[src/rtl/counter_step_sequencer.sv]
// Step/clear sequencer for the up/down counter datapath, driven by a single clock
// with a programmable prescaler tick and a shadow counter for wrap/bounce policy.
module counter_step_sequencer #(
    parameter int DIV   = 25000000,
    parameter int DIV_W = 25,
    parameter int W     = 3
) (
    input  logic         c,
    input  logic         reset,
    input  logic         start,
    input  logic         stop,
    input  logic         clr,
    input  logic         s,
    input  logic         bounce,
    output logic         cnt_en,
    output logic         cnt_up,
    output logic         cnt_clr,
    output logic [W-1:0] value,
    output logic [1:0]   state,
    output logic         tick
);

    typedef enum logic [1:0] {
        ST_IDLE  = 2'b00,
        ST_RUN   = 2'b01,
        ST_PAUSE = 2'b10,
        ST_CLEAR = 2'b11
    } state_t;

    localparam logic [DIV_W-1:0] DIV_LAST = DIV_W'(DIV - 1);
    localparam logic [W-1:0]     VAL_MAX  = '1;

    state_t             state_q, state_d;
    logic [DIV_W-1:0]   div_cnt_q, div_cnt_d;
    logic [W-1:0]       value_q, value_d;
    logic               dir_q, dir_d;
    logic               cnt_en_q, cnt_en_d;
    logic               cnt_up_q, cnt_up_d;
    logic               cnt_clr_q, cnt_clr_d;
    logic               tick_q, tick_d;
    logic               step_dir;
    logic               tick_due;

    always_comb begin
        state_d   = state_q;
        div_cnt_d = '0;
        value_d   = value_q;
        dir_d     = dir_q;
        cnt_en_d  = 1'b0;
        cnt_up_d  = cnt_up_q;
        cnt_clr_d = 1'b0;
        tick_d    = 1'b0;
        step_dir  = dir_q;
        tick_due  = (div_cnt_q == DIV_LAST);

        // CLEAR always falls back to IDLE, so a held clr pulses every other cycle.
        if (clr && state_q != ST_CLEAR) begin
            state_d   = ST_CLEAR;
            cnt_clr_d = 1'b1;
            value_d   = '0;
        end else begin
            case (state_q)
                ST_IDLE: begin
                    value_d = '0;
                    if (start && !stop) begin
                        state_d = ST_RUN;
                        dir_d   = s;
                    end
                end
                ST_RUN: begin
                    if (stop) begin
                        state_d = ST_PAUSE;
                    end else if (tick_due) begin
                        if (!bounce) begin
                            step_dir = s;
                        end else if ((dir_q && value_q == VAL_MAX) || (!dir_q && value_q == '0)) begin
                            step_dir = !dir_q;
                        end else begin
                            step_dir = dir_q;
                        end
                        dir_d    = step_dir;
                        value_d  = step_dir ? value_q + W'(1) : value_q - W'(1);
                        cnt_en_d = 1'b1;
                        cnt_up_d = step_dir;
                        tick_d   = 1'b1;
                    end else begin
                        div_cnt_d = div_cnt_q + DIV_W'(1);
                    end
                end
                ST_PAUSE: begin
                    if (start && !stop) begin
                        state_d = ST_RUN;
                    end
                end
                default: begin
                    state_d = ST_IDLE;
                    value_d = '0;
                end
            endcase
        end
    end

    always_ff @(posedge c) begin
        if (reset) begin
            state_q   <= ST_IDLE;
            div_cnt_q <= '0;
            value_q   <= '0;
            dir_q     <= 1'b1;
            cnt_en_q  <= 1'b0;
            cnt_up_q  <= 1'b1;
            cnt_clr_q <= 1'b0;
            tick_q    <= 1'b0;
        end else begin
            state_q   <= state_d;
            div_cnt_q <= div_cnt_d;
            value_q   <= value_d;
            dir_q     <= dir_d;
            cnt_en_q  <= cnt_en_d;
            cnt_up_q  <= cnt_up_d;
            cnt_clr_q <= cnt_clr_d;
            tick_q    <= tick_d;
        end
    end

    assign cnt_en  = cnt_en_q;
    assign cnt_up  = cnt_up_q;
    assign cnt_clr = cnt_clr_q;
    assign value   = value_q;
    assign state   = state_q;
    assign tick    = tick_q;

endmodule

[config.mk]
export PLATFORM = sky130hd
export DESIGN_NAME = counter_step_sequencer
export DESIGN_NICKNAME = d
export VERILOG_FILES = /design/src/rtl/counter_step_sequencer.sv
export SDC_FILE = /design/constraint.sdc
export NUM_CORES = 1
export LEC_CHECK = 0
export ABC_AREA = 1
export BUFFER_PORTS_ARGS = -buffer_cell sky130_fd_sc_hd__buf_2
export CORE_MARGIN = 2
export CORE_UTILIZATION = 55
export CTS_CLUSTER_SIZE = 10
export DETAILED_ROUTE_END_ITERATION = 12
export PLACE_DENSITY = 0.75
export SYNTH_ARGS = -nofsm -noshare
export SYNTH_HDL_FRONTEND = slang
export SYNTH_SLANG_ARGS = --single-unit
export TNS_END_PERCENT = 20
[constraint.sdc]
create_clock -name c -period 2.8 [get_ports c]
set_clock_uncertainty 0.1 [all_clocks]
set_input_delay 0.42 -clock c [delete_from_list [all_inputs] [get_ports c]]
set_output_delay 0.42 -clock c [all_outputs]
set_load 0.01 [all_outputs]
**After elaboration in Yosys (flattened, before gate mapping)**

Cells that the tools add are included.

- Add/subtract/negate cells: 3
- Equal/unequal tests: 10
- Muxes and demuxes: 20
- Bitwise operators: 4
- Reduce and logical (&&, ||, !) cells: 18

Operators by type and width:

| kind | number |
|---|---|
| $add 25x1->25 const B | 1 |
| $eq 25x25->1 const B | 1 |
| $mux 1 | 11 |
| $mux 3 | 3 |
| $ne 2x2->1 const B | 4 |
| $mux 2 | 3 |
| $pmux 3 s2 | 1 |
| $reduce_and 5->1 | 1 |
| $reduce_or 5->1 | 1 |
| $logic_and 1x1->1 | 4 |
| $not 1->1 | 4 |
| $pmux 2 s2 | 1 |
| $reduce_and 4->1 | 1 |
| $reduce_or 2->1 | 2 |
| $reduce_or 4->1 | 1 |
| $add 3x1->3 const B | 1 |
| $eq 3x3->1 const B | 1 |
| $logic_not 3->1 | 1 |
| $ne 3x1->1 const B | 1 |
| $ne 3x3->1 const B | 1 |
| $reduce_and 3->1 | 1 |
| $sub 3x1->3 const B | 1 |
| $eq 2x1->1 const B | 1 |
| $eq 2x2->1 const B | 1 |
| 6 further kinds | 7 |

- Register bits: 34
- Output and inout bits: 9
- Logic and storage cells: 62

**Depth between registers and ports, before layout**

Gate-level depths: netlist of the first run.

- Word-level depth: 13
- Mapped depth: 15

**Least setup slack after synthesis of the first run**

OpenSTA, ideal clock, no wires.

- Path kind: flip-flop to flip-flop
- From: register value_q[1], in the netlist value[1]
- To: register value_q[2], in the netlist value[2]
- Arrival time: 1,495 ps
- Required time: 2,630 ps
- Path slack: 1,135 ps
- Stages on the path, launching flop included: 16
- Path buffers: 0
- Clock period less this slack: 1,665 ps
- Path through: dfxtp_1 -> nand3_1 -> nand2_1 -> inv_1 -> nand2_1 -> nand2_1 -> xor2_1 -> inv_1 -> ha_1 -> inv_1 -> nand2_1 -> inv_1 -> nand2_1 -> nand2_1 -> nand2_1 -> a21oi_1

- Longest elaborated chain between the ends: 13
- Elaborated cells on any way between the ends: 17
- Classes of those cells: add/sub: 2; eq/ne: 1; mux: 10; reduce/logical: 4

RTL lines:

| element | line | source |
|---|---|---|
| start: declaration | 35 | `logic [W-1:0] value_q, value_d;` |
| start signal: assignment | 116 | `value_q <= value_d;` |
| $eq 3x3->1 or $logic_not 3->1 (tied branches) | 76 | `end else if ((dir_q && value_q == VAL_MAX) \|\| (!dir_q && value_q == '0)) begin` |
| $logic_and 1x1->1 | 76 |  |
| $logic_or 1x1->1 | 76 |  |
| $mux 1 | 76 |  |
| $mux 1 | 74 | `if (!bounce) begin` |
| $mux 1 | 73 | `end else if (tick_due) begin` |
| $mux 1 | 71 | `if (stop) begin` |
| $mux 1 | 62 | `case (state_q)` |
| $mux 1 | 57 | `if (clr && state_q != ST_CLEAR) begin` |
| $mux 3 (*) | 82 | `value_d = step_dir ? value_q + W'(1) : value_q - W'(1);` |
| $mux 3 (*) | 73 |  |
| $mux 3 (*) | 71 |  |
| $pmux 3 s2 (*) | 62 |  |

Mark *: on every way between the ends. The rest lies on a longest branch, timed or not. The select of a mux whose other input is x is not followed.
A chain may end at the register's enable or synchronous reset.

**Worst setup path after layout of the first run**

- From: register div_cnt_q[0]
- To: register div_cnt_q[17]

- Longest elaborated chain between the ends: 2
- Elaborated cells on any way between the ends: 3
- Classes of those cells: add/sub: 1; eq/ne: 1; reduce/logical: 1

RTL lines:

| element | line | source |
|---|---|---|
| start: declaration | 34 | `logic [DIV_W-1:0] div_cnt_q, div_cnt_d;` |
| start signal: assignment | 115 | `div_cnt_q <= div_cnt_d;` |
| branches (longest 2 deep; another with $add 25x1->25) | n/a |  |

Parallel ways; which one is timed is not known.

==> results of run 1 <==
==> worst register-to-register path: cells and delay by family (launching register included) <==
family                   cells  cell delay (ns)
AND/OR/NAND/NOR              4             0.53
buffers and inverters        2             0.45
flip-flops                   1             0.38
adder cells (fa/ha/maj)      1             0.22
AO/OA/AOI/OAI                1             0.09
==> power groups by stage <==
stage          Sequential (mW)  Clock (mW)  Combinational (mW)
5_1_grt                  0.497       0.316              0.0661
2_1_floorplan            0.508           0              0.0377
3_3_place_gp             0.506           0              0.0558
4_1_cts                  0.496       0.287              0.0568
3_5_place_dp             0.507           0              0.0565
6_report                 0.496       0.281              0.0566
==> stage by stage <==
stage / power, mW / cells
detailed placement: 0.563 / 333
global placement: 0.562 / 333
finish: 0.833 / 341
floorplan: 0.546 / 275
global route: 0.879 / 341
CTS: 0.839 / 341
==> metal layers <==
layer	share of wire [%]	global-route usage, %	up-vias
met4	2.0	8.06	0
met3	4.6	5.05	8
met5	0	0	-
met1	53	33.4	742
met2	40	32.9	33
li1	-	-	924
==> layout by cell type (no fill, tap or decap), types with 3 or more instances in the layout <==
cell type / n
inv_2: 3
nand3_1: 14
nor3_1: 11
xnor2_1: 5
nand4_1: 9
o21ai_0: 5
buf_2: 15
clkbuf_4: 5
inv_1: 38
xor2_1: 4
nand2_1: 60
a21oi_1: 19
dfxtp_1: 34
nor2_1: 41
==> registers in the layout, indices dropped and copies added (netlist names) <==
| signal | count |
|---|---|
| cnt_clr | 1 |
| div_cnt_q | 25 |
| state | 2 |
| cnt_up | 1 |
| tick | 1 |
| value | 3 |
| dir_q | 1 |
==> cell type report <==
type                    instances  area [um^2]  share of cell area, %
repair buffers                 15         75.1                   3.69
clock buffers                   7         55.1                   2.70
well taps                      46         57.6                   2.83
clock inverters                 1         5.00                  0.246
flip-flops and latches         34          681                   33.4
multi-input cells             197         1010                   49.6
inverters                      41          154                   7.56
==> worst max-delay path by stage <==
stage,start,to,depth (start not counted)
finish,div_cnt_q[0],div_cnt_q[17],8
global route,value[1],value[2],15
detailed placement,div_cnt_q[0],div_cnt_q[17],8
floorplan,value[1],value[2],15
global placement,div_cnt_q[0],div_cnt_q[17],8
CTS,div_cnt_q[0],div_cnt_q[17],8
==> logic make-up after synthesis <==
kind of cell / Yosys count / share of synthesized area, %
DFF: 34 / 36.3
buffers and inverters: 44 / 9.81
adders and majority gates: 2 / 1.33
AOI/OAI and AO/OA: 30 / 8.68
and+or+nand+nor: 155 / 39.1
xor gates and xnor gates: 9 / 4.21
muxes: 1 / 0.534
==> synth_stat cells <==
cell type / n
nor4_1: 2
nand4_1: 9
nor3_1: 11
nor2_4: 1
nand3_2: 2
ha_1: 2
inv_2: 3
or2_1: 1
xnor2_1: 5
nor3b_2: 1
inv_1: 38
a21oi_2: 1
nor2_2: 2
or2_2: 2
nand2_1: 60
buf_4: 1
nand4_2: 1
or3_1: 1
nand3_1: 14
nor2_1: 41
nor3_4: 1
nand2_2: 2
o21ai_0: 5
a211oi_1: 1
xor2_1: 4
mux2i_1: 1
or2_0: 1
a21oi_1: 19
nor3_2: 2
o22ai_1: 1
buf_6: 2
a31oi_1: 2
nand2_4: 1
dfxtp_1: 34
o21bai_1: 1
==> results.sh, run 1 <==
export IMPL_post_cts_setup_buffer_count=0
export IMPL_crit_top_cell="inv_2"
export IMPL_switchingPower_mw=0.202
export IMPL_drive_gt1_share_pct=13.9
export IMPL_io_buffers=15
export IMPL_drv_slew=0
export IMPL_nFillCells=342
export IMPL_diodes=0
export IMPL_yosysSeqAreaShare_pct=36.3
export IMPL_reg2reg_setup_slack_ns=0.90
export IMPL_path_cells="ha_1, nand3_2, inv_2, nand3_1, nor2_1, a21oi_2, inv_2, nor3_1"
export IMPL_r2r_start="div_cnt_q[0]"
export IMPL_period_needed_ns=1.90
export IMPL_fmax_ghz=0.526
export IMPL_ys_ff_latch=34
export IMPL_dp_slack_ns=0.904
export IMPL_holdWs_ns=0.214
export IMPL_cts_tree="yes"
export IMPL_dieArea_um2=3890
export IMPL_synth_top_area_share_pct=36.3
export IMPL_netlist_instances=275
export IMPL_via_count=1707
export IMPL_status="finished clean"
export IMPL_nNetsFinal=303
export IMPL_root_buffer="clkbuf_4"
export IMPL_cts_buffers=5
export IMPL_worst_slew_pin_transition_ns=0.498
export IMPL_r2r_cells=8
export IMPL_worst_hold_path_type="in -> reg"
export IMPL_slew_limit_headroom_pct=66.6
export IMPL_core_um2=3310
export IMPL_rsz0062_at_grt="no"
export IMPL_worstPathArrival_ns=2.01
export IMPL_fin_util_pct=61.5
export IMPL_critPathTopFamily="simple AND/OR/NAND/NOR gates"
export IMPL_h_tree_depth=2
export IMPL_dr_pass1_iters=4
export IMPL_critPathMaxFanout=24
export IMPL_netlist_area_um2=1870
export IMPL_ys_warn_count=0
export IMPL_clock_power_share_pct=33.7
export IMPL_p_int_mw=0.631
export IMPL_path_buf_inv=2
export IMPL_die_h_um=62.4
export IMPL_overflow=0
export IMPL_crit_type="reg -> reg"
export IMPL_p_per_area_nw_per_um2=409
export IMPL_hold_viol=0
export IMPL_yosysUniqueCellTypes=35
export IMPL_reg2reg_to="div_cnt_q[17]"
export IMPL_slowest_stage="dfxtp_1"
export IMPL_synth_area_leaders="dfxtp_1 36%, nand2_1 12%, nor2_1 8.2%"
export IMPL_min_delay_start="reset"
export IMPL_holdPathStages=2
export IMPL_grt_max_degree=25
export IMPL_hpwl_um=2930
export IMPL_final_antenna_net_count=0
export IMPL_drt_iter0_drc=67
export IMPL_cts_sink_count=34
export IMPL_cts_hold_buf=0
export IMPL_io_pins=16
export IMPL_fin_area_um2=2040
export IMPL_finalCritPeriodShare_pct=67.8
export IMPL_switching_share_pct=24.2
export IMPL_wl_um=3790
export IMPL_setup_ws_ns=0.900
export IMPL_ctsResizeCount=0
export IMPL_irDropWorstVdd_mv=0.344
export IMPL_dpl_cell_area_um2=1980
export IMPL_synth_top_cell_by_area="dfxtp_1"
export IMPL_synth_area_per_cell_um2=6.82
export IMPL_clk_pin_slew_ns=0.09
export IMPL_antenna_found_initial=0
export IMPL_place_gp_congestion=0.931
export IMPL_start_kind="flop"
export IMPL_vias_per_cell=5.01
export IMPL_fp_dieW_um=62.4
export IMPL_grt_pass1_wl_um=7130
export IMPL_initial_core_util_pct=56.6
export IMPL_worst_hold_path_endpoint="state[0]"
export IMPL_grt_pass1_vias=1600
export IMPL_setup_violations=0
export IMPL_cp_required_ns=2.91
export IMPL_end_kind="flop"
export IMPL_track_usage_pct=22.7
export IMPL_syn_num_nets=284
export IMPL_clock_latency_ns=0.35
export IMPL_clockBufferDepth=2
export IMPL_seq_power_share_pct=59.5
export IMPL_rows=21
export IMPL_comb_power_share_pct=6.8
export IMPL_drv_cap=0
export IMPL_area_growth_pct=8.68
export IMPL_cp_slowest_stage_delay_ns=0.38
export IMPL_wl_per_cell_um=11.1
export IMPL_fin_tns_setup_ns=0
export IMPL_power_leakage_nw=0.799
export IMPL_drc_errors=0
No activity file was read; power rests on OpenSTA's default activity.
==> inputs of run 2 (changes only) <==
==> constraint.sdc (replaced) <==
create_clock -name c -period 1.8 [get_ports c]
set_clock_uncertainty 0.1 [all_clocks]
set_input_delay 0.27 -clock c [delete_from_list [all_inputs] [get_ports c]]
set_output_delay 0.27 -clock c [all_outputs]
set_load 0.01 [all_outputs]
==> run 2 against run 1 <==
Compared with the run above: combinational power is 110% higher; critical endpoint is now value[2]; non-clock buffer count is 17 higher; final cell count is 5.0% higher; sequential power is 54% higher; maximum frequency is 7.4% higher; largest power group unchanged; clock-buffer cell count stayed put; register-to-register slack worse by 0.87 ns; core utilization is 5.8 points higher.
==> results.sh, run 2 (synthesis results as in run 1) <==
export IMPL_status="finished clean"
export IMPL_fp_dieW_um=62.4
export IMPL_dpl_cell_area_um2=2090
export IMPL_fin_area_um2=2230
export IMPL_track_usage_pct=22.7
export IMPL_cp_required_ns=1.99
export IMPL_final_antenna_net_count=0
export IMPL_grt_pass1_vias=1597
export IMPL_fin_util_pct=67.3
export IMPL_via_count=1842
export IMPL_nNetsFinal=320
export IMPL_finalNonFillerCells=358
export IMPL_clk_pin_slew_ns=0.10
export IMPL_cts_sink_count=34
export IMPL_layout_common_cells="55 x nand2_1, 39 x nor2_1, 35 x inv_1, 29 x dfxtp_1, 18 x a21oi_1"
export IMPL_dr_pass1_iters=4
export IMPL_dieArea_um2=3890
export IMPL_hold_viol=0
export IMPL_crit_type="reg -> reg"
export IMPL_rows=21
export IMPL_slew_limit_headroom_pct=80.2
export IMPL_p_per_area_nw_per_um2=600
export IMPL_io_buffers=15
export IMPL_finalCritPeriodShare_pct=98.3
export IMPL_diodes=0
export IMPL_overflow=0
export IMPL_end_kind="flop"
export IMPL_io_pins=16
export IMPL_regMostFlops="div_cnt_q"
export IMPL_irDropWorstVdd_mv=0.363
export IMPL_worst_slew_pin_transition_ns=0.295
export IMPL_fmax_ghz=0.565
export IMPL_worstPathArrival_ns=1.96
export IMPL_critPathMaxFanout=5
export IMPL_path_buf_inv=3
export IMPL_die_h_um=62.4
export IMPL_wl_um=4300
export IMPL_antenna_found_initial=0
export IMPL_hpwl_um=3210
export IMPL_drv_cap=0
export IMPL_cts_tree="yes"
export IMPL_grt_pass1_wl_um=7110
export IMPL_rsz0062_at_grt="yes"
export IMPL_dp_cells=346
export IMPL_path_cells="nor2_2, nand2_1, nand2_1, nand2_2, nand2_2, xor2_1, inv_1, ha_2, inv_2, nand2_2, inv_1, nand2_1, nand2_1, nand2_2, a21oi_2"
export IMPL_mostFrequentLayoutCell="nand2_1"
export IMPL_drv_slew=0
export IMPL_drt_iter0_drc=90
export IMPL_drive_gt1_share_pct=25.3
export IMPL_drc_errors=0
export IMPL_power_leakage_nw=0.890
export IMPL_nFillCells=300
export IMPL_grt_max_degree=18
export IMPL_wl_per_cell_um=12.0
export IMPL_clock_latency_ns=0.35
export IMPL_area_growth_pct=19.0
export IMPL_root_buffer="clkbuf_4"
export IMPL_setup_violations=0
export IMPL_cts_buffers=5
export IMPL_worst_hold_path_type="in -> reg"
export IMPL_place_gp_congestion=0.993
export IMPL_clockBufferDepth=2
export IMPL_largest_reg_flops=25
export IMPL_vias_per_cell=5.15
export IMPL_slowest_stage="dfxtp_4"
export IMPL_cp_slowest_stage_delay_ns=0.38
export IMPL_h_tree_depth=2
export IMPL_initial_core_util_pct=56.6
export IMPL_period_needed_ns=1.77
export IMPL_core_um2=3310
export IMPL_start_kind="flop"
export IMPL_cts_hold_buf=0
export IMPL_critPathTopFamily="simple AND/OR/NAND/NOR gates"
==> run 2: what timing repair did <==
action | 4_1_cts | 5_1_grt
pin swaps | 0 | 8
setup buffers | 0 | 4
hold endpoints to repair | 0 | 0
resized for setup | 2 | 21
endpoints found under the setup margin | 1 | 27
==> run 2: metal layers <==
metal / vias to the layer above / routed length, um / share of wire (%) / global-route usage [%]
met1: 819 / 2010 / 47 / 32.6
met2: 52 / 1920 / 45 / 33.7
met4: 0 / 101 / 2.3 / 7.50
met5: - / 0 / 0 / 0
li1: 961 / - / - / -
met3: 10 / 272 / 6.3 / 5.41
==> run 2: final timing paths <==
| check | endpoint | slack, ns | cells past startpoint | startpoint |
|---|---|---|---|---|
| setup / recovery | value[2] | 0.03 | 15 | value[0] |
| hold reg to reg | div_cnt_q[24] | 0.37 | 2 | div_cnt_q[24] |
| setup reg to reg | value[2] | 0.03 | 15 | value[0] |
| hold / removal | state[0] | 0.06 | 2 | reset |
==> run 2: area by class of cell <==
class                   count  area [um^2]  share of cell area [%]
inverters                  41          154                    6.90
multi-input cells         197         1050                    47.1
well taps                  46         57.6                    2.58
clock buffers               7         55.1                    2.47
repair buffers             32          215                    9.65
clock inverters             1         5.00                   0.224
flip-flops and latches     34          692                    31.0
==> run 2: per-stage QoR <==
stage	power [mW]	hold slack, ns	setup WS [ns]	TNS [ns]
after floorplan	0.849	0.239	0.135	0
after global placement	0.894	0.357	0.0595	0
after detailed placement	0.893	0.357	0.0247	0
after CTS	1.33	0.0483	0.0178	0
after global routing	1.38	0.0743	-0.161	-0.183
final	1.34	0.0586	0.0311	0
==> run 2: power breakdown <==
group	internal (mW)	switching (mW)
logic	0.0510	0.0703
clock network	0.189	0.263
registers	0.759	0.00487
total	0.999	0.338
==> run 2: worst register-to-register path, cell delays in order (launching register included) <==
cell and delay [ns]:
dfxtp_4 0.38, nor2_2 0.11, nand2_1 0.07, nand2_1 0.08, nand2_2 0.06, nand2_2 0.10, xor2_1 0.15, inv_1 0.07
ha_2 0.17, inv_2 0.05, nand2_2 0.05, inv_1 0.05, nand2_1 0.04, nand2_1 0.08, nand2_2 0.06, a21oi_2 0.12
==> inputs of run 3 (changes only) <==
--- a/config.mk
+++ b/config.mk
@@ -8,10 +8,10 @@
 export ABC_AREA = 1
 export BUFFER_PORTS_ARGS = -buffer_cell sky130_fd_sc_hd__buf_2
 export CORE_MARGIN = 2
-export CORE_UTILIZATION = 55
+export CORE_UTILIZATION = 33
 export CTS_CLUSTER_SIZE = 10
 export DETAILED_ROUTE_END_ITERATION = 12
-export PLACE_DENSITY = 0.75
+export PLACE_DENSITY = 0.5
 export SYNTH_ARGS = -nofsm -noshare
 export SYNTH_HDL_FRONTEND = slang
 export SYNTH_SLANG_ARGS = --single-unit
==> run 3 against run 2 <==
Compared with the run above: combinational power shrank 9.9%; critical path type unchanged; hold slack better by 0.085 ns; clock power rose by 28%; cell area up 1.3%; wire length grew 2.7%; highest routed layer unchanged; total power rose by 8.6%; sequential share of layout area down 0.51 points.
==> results.sh, run 3 (synthesis results as in run 1) <==
export IMPL_status="finished clean"
export IMPL_cts_hold_buf=0
export IMPL_finalCritPeriodShare_pct=92.7
export IMPL_drt_iter0_drc=93
export IMPL_mostFrequentLayoutCell="nand2_1"
export IMPL_rsz0062_at_grt="yes"
export IMPL_dp_slack_ns=0.0781
export IMPL_hpwl_um=3430
export IMPL_dr_pass1_iters=6
export IMPL_overflow=0
export IMPL_p_int_mw=1.11
export IMPL_cts_buffers=5
export IMPL_rows=27
export IMPL_dieArea_um2=6300
export IMPL_slew_limit_headroom_pct=76.1
export IMPL_layout_common_cells="56 x nand2_1, 40 x nor2_1, 36 x inv_1, 29 x dfxtp_1, 18 x a21oi_1"
export IMPL_critPathMaxFanout=5
export IMPL_dp_cells=370
export IMPL_power_leakage_nw=0.882
export IMPL_setup_ws_ns=0.131
export IMPL_slowest_stage="dfxtp_4"
export IMPL_drive_gt1_share_pct=23.4
export IMPL_wl_per_cell_um=11.6
export IMPL_path_cells="nand3_2, nand2_1, inv_1, nand2_2, nand2_2, xor2_1, inv_1, ha_2, inv_2, nand2_2, inv_2, nand2_1, nand2_1, nand2_1, a21oi_2"
export IMPL_cts_sink_count=34
export IMPL_worstPathArrival_ns=1.78
export IMPL_multi_input_area_um2=1050
export IMPL_h_tree_depth=2
export IMPL_worst_slew_pin_transition_ns=0.356
export IMPL_seq_area_um2=689
export IMPL_track_usage_pct=15.6
export IMPL_cts_tree="yes"
export IMPL_worst_hold_path_type="in -> reg"
export IMPL_largest_reg_flops=25
export IMPL_io_pins=16
export IMPL_initial_core_util_pct=34.0
export IMPL_die_h_um=79.4
export IMPL_cp_slowest_stage_delay_ns=0.37
export IMPL_grt_pass1_wl_um=7760
export IMPL_regMostFlops="div_cnt_q"
export IMPL_area_growth_pct=20.5
export IMPL_start_kind="flop"
export IMPL_root_buffer="clkbuf_8"
export IMPL_diodes=0
export IMPL_antenna_found_initial=0
export IMPL_crit_type="reg -> reg"
export IMPL_p_per_area_nw_per_um2=643
export IMPL_vias_per_cell=4.66
export IMPL_switching_share_pct=23.4
export IMPL_drc_errors=0
export IMPL_cp_required_ns=1.92
export IMPL_wl_um=4420
export IMPL_clock_power_share_pct=39.8
export IMPL_holdWs_ns=0.143
export IMPL_irDropWorstVdd_mv=0.366
export IMPL_clock_latency_ns=0.29
export IMPL_drv_slew=0
export IMPL_nNetsFinal=316
export IMPL_clockBufferDepth=2
export IMPL_switchingPower_mw=0.340
export IMPL_finalPower_mw=1.45
export IMPL_finalNonFillerCells=380
export IMPL_setup_violations=0
export IMPL_period_needed_ns=1.67
export IMPL_via_count=1772
export IMPL_fmax_ghz=0.599
export IMPL_grt_max_degree=25
export IMPL_comb_power_share_pct=7.5
export IMPL_hold_viol=0
export IMPL_grt_pass1_vias=1617
export IMPL_fin_util_pct=41.0
export IMPL_core_um2=5510
export IMPL_crit_top_cell="nand2_1"
export IMPL_clk_pin_slew_ns=0.06
export IMPL_fp_dieW_um=79.4
export IMPL_seq_power_share_pct=52.7
export IMPL_drv_cap=0
export IMPL_io_buffers=15
export IMPL_final_antenna_net_count=0
export IMPL_nFillCells=595
export IMPL_place_gp_congestion=0.849
export IMPL_end_kind="flop"
[run 3: cell count changes in the layout (fill, tap and decap cells not counted), sizes merged]
cell / previous run / this run
buf: 32 / 28
[run 3: through the flow]
step / instance area [um^2] / setup TNS (ns)
5_1_grt: 2260 / -0.0546
3_3_place_gp: 2100 / 0
6_report: 2260 / 0
3_5_place_dp: 2100 / 0
4_1_cts: 2200 / 0
2_1_floorplan: 1870 / 0
[run 3: final cells by class]
cell class / count / share of cell area, %
Sequential cell: 34 / 30.5
Multi-Input combinational cell: 197 / 46.3
Inverter: 41 / 6.93
Clock inverter: 1 / 0.222
Tap cell: 72 / 3.99
Timing Repair Buffer: 28 / 8.20
Clock buffer: 7 / 3.82
[run 3: worst max-delay path, delay by kind of cell (launching register included)]
kind / cells / cell delay (ns)
xor+xnor: 1 / 0.15
buf+inv: 4 / 0.19
fa+ha+maj: 1 / 0.17
flops: 1 / 0.37
simple gates: 8 / 0.50
compound gates: 1 / 0.12
[run 3: final timing paths]
kind,from,to,slack [ns],cells after the start
hold / removal,reset,state[0],0.14,2
setup / recovery,value[2],value[2],0.13,15
hold reg to reg,div_cnt_q[24],div_cnt_q[24],0.36,2
setup reg to reg,value[2],value[2],0.13,15
[run 3: power by group through the flow]
stage / Clock (mW) / Combinational (mW) / Sequential [mW]
floorplan: 0 / 0.0586 / 0.790
global placement: 0 / 0.108 / 0.784
detailed placement: 0 / 0.106 / 0.784
CTS: 0.600 / 0.106 / 0.767
global route: 0.638 / 0.127 / 0.766
finish: 0.578 / 0.109 / 0.765
[run 3: what timing repair did]
item,4_1_cts,5_1_grt
setup endpoints to repair,0,29
setup buffers,0,2
resized for setup,0,20
[run 3: metal layers]
| metal | vias to the layer above | global-route usage [%] | wire (um) |
|---|---|---|---|
| met5 | - | 0 | 0 |
| met4 | 0 | 5.00 | 70 |
| met3 | 9 | 3.30 | 151 |
| met2 | 23 | 24.2 | 1990 |
| met1 | 791 | 21.5 | 2200 |
| li1 | 949 | - | - |
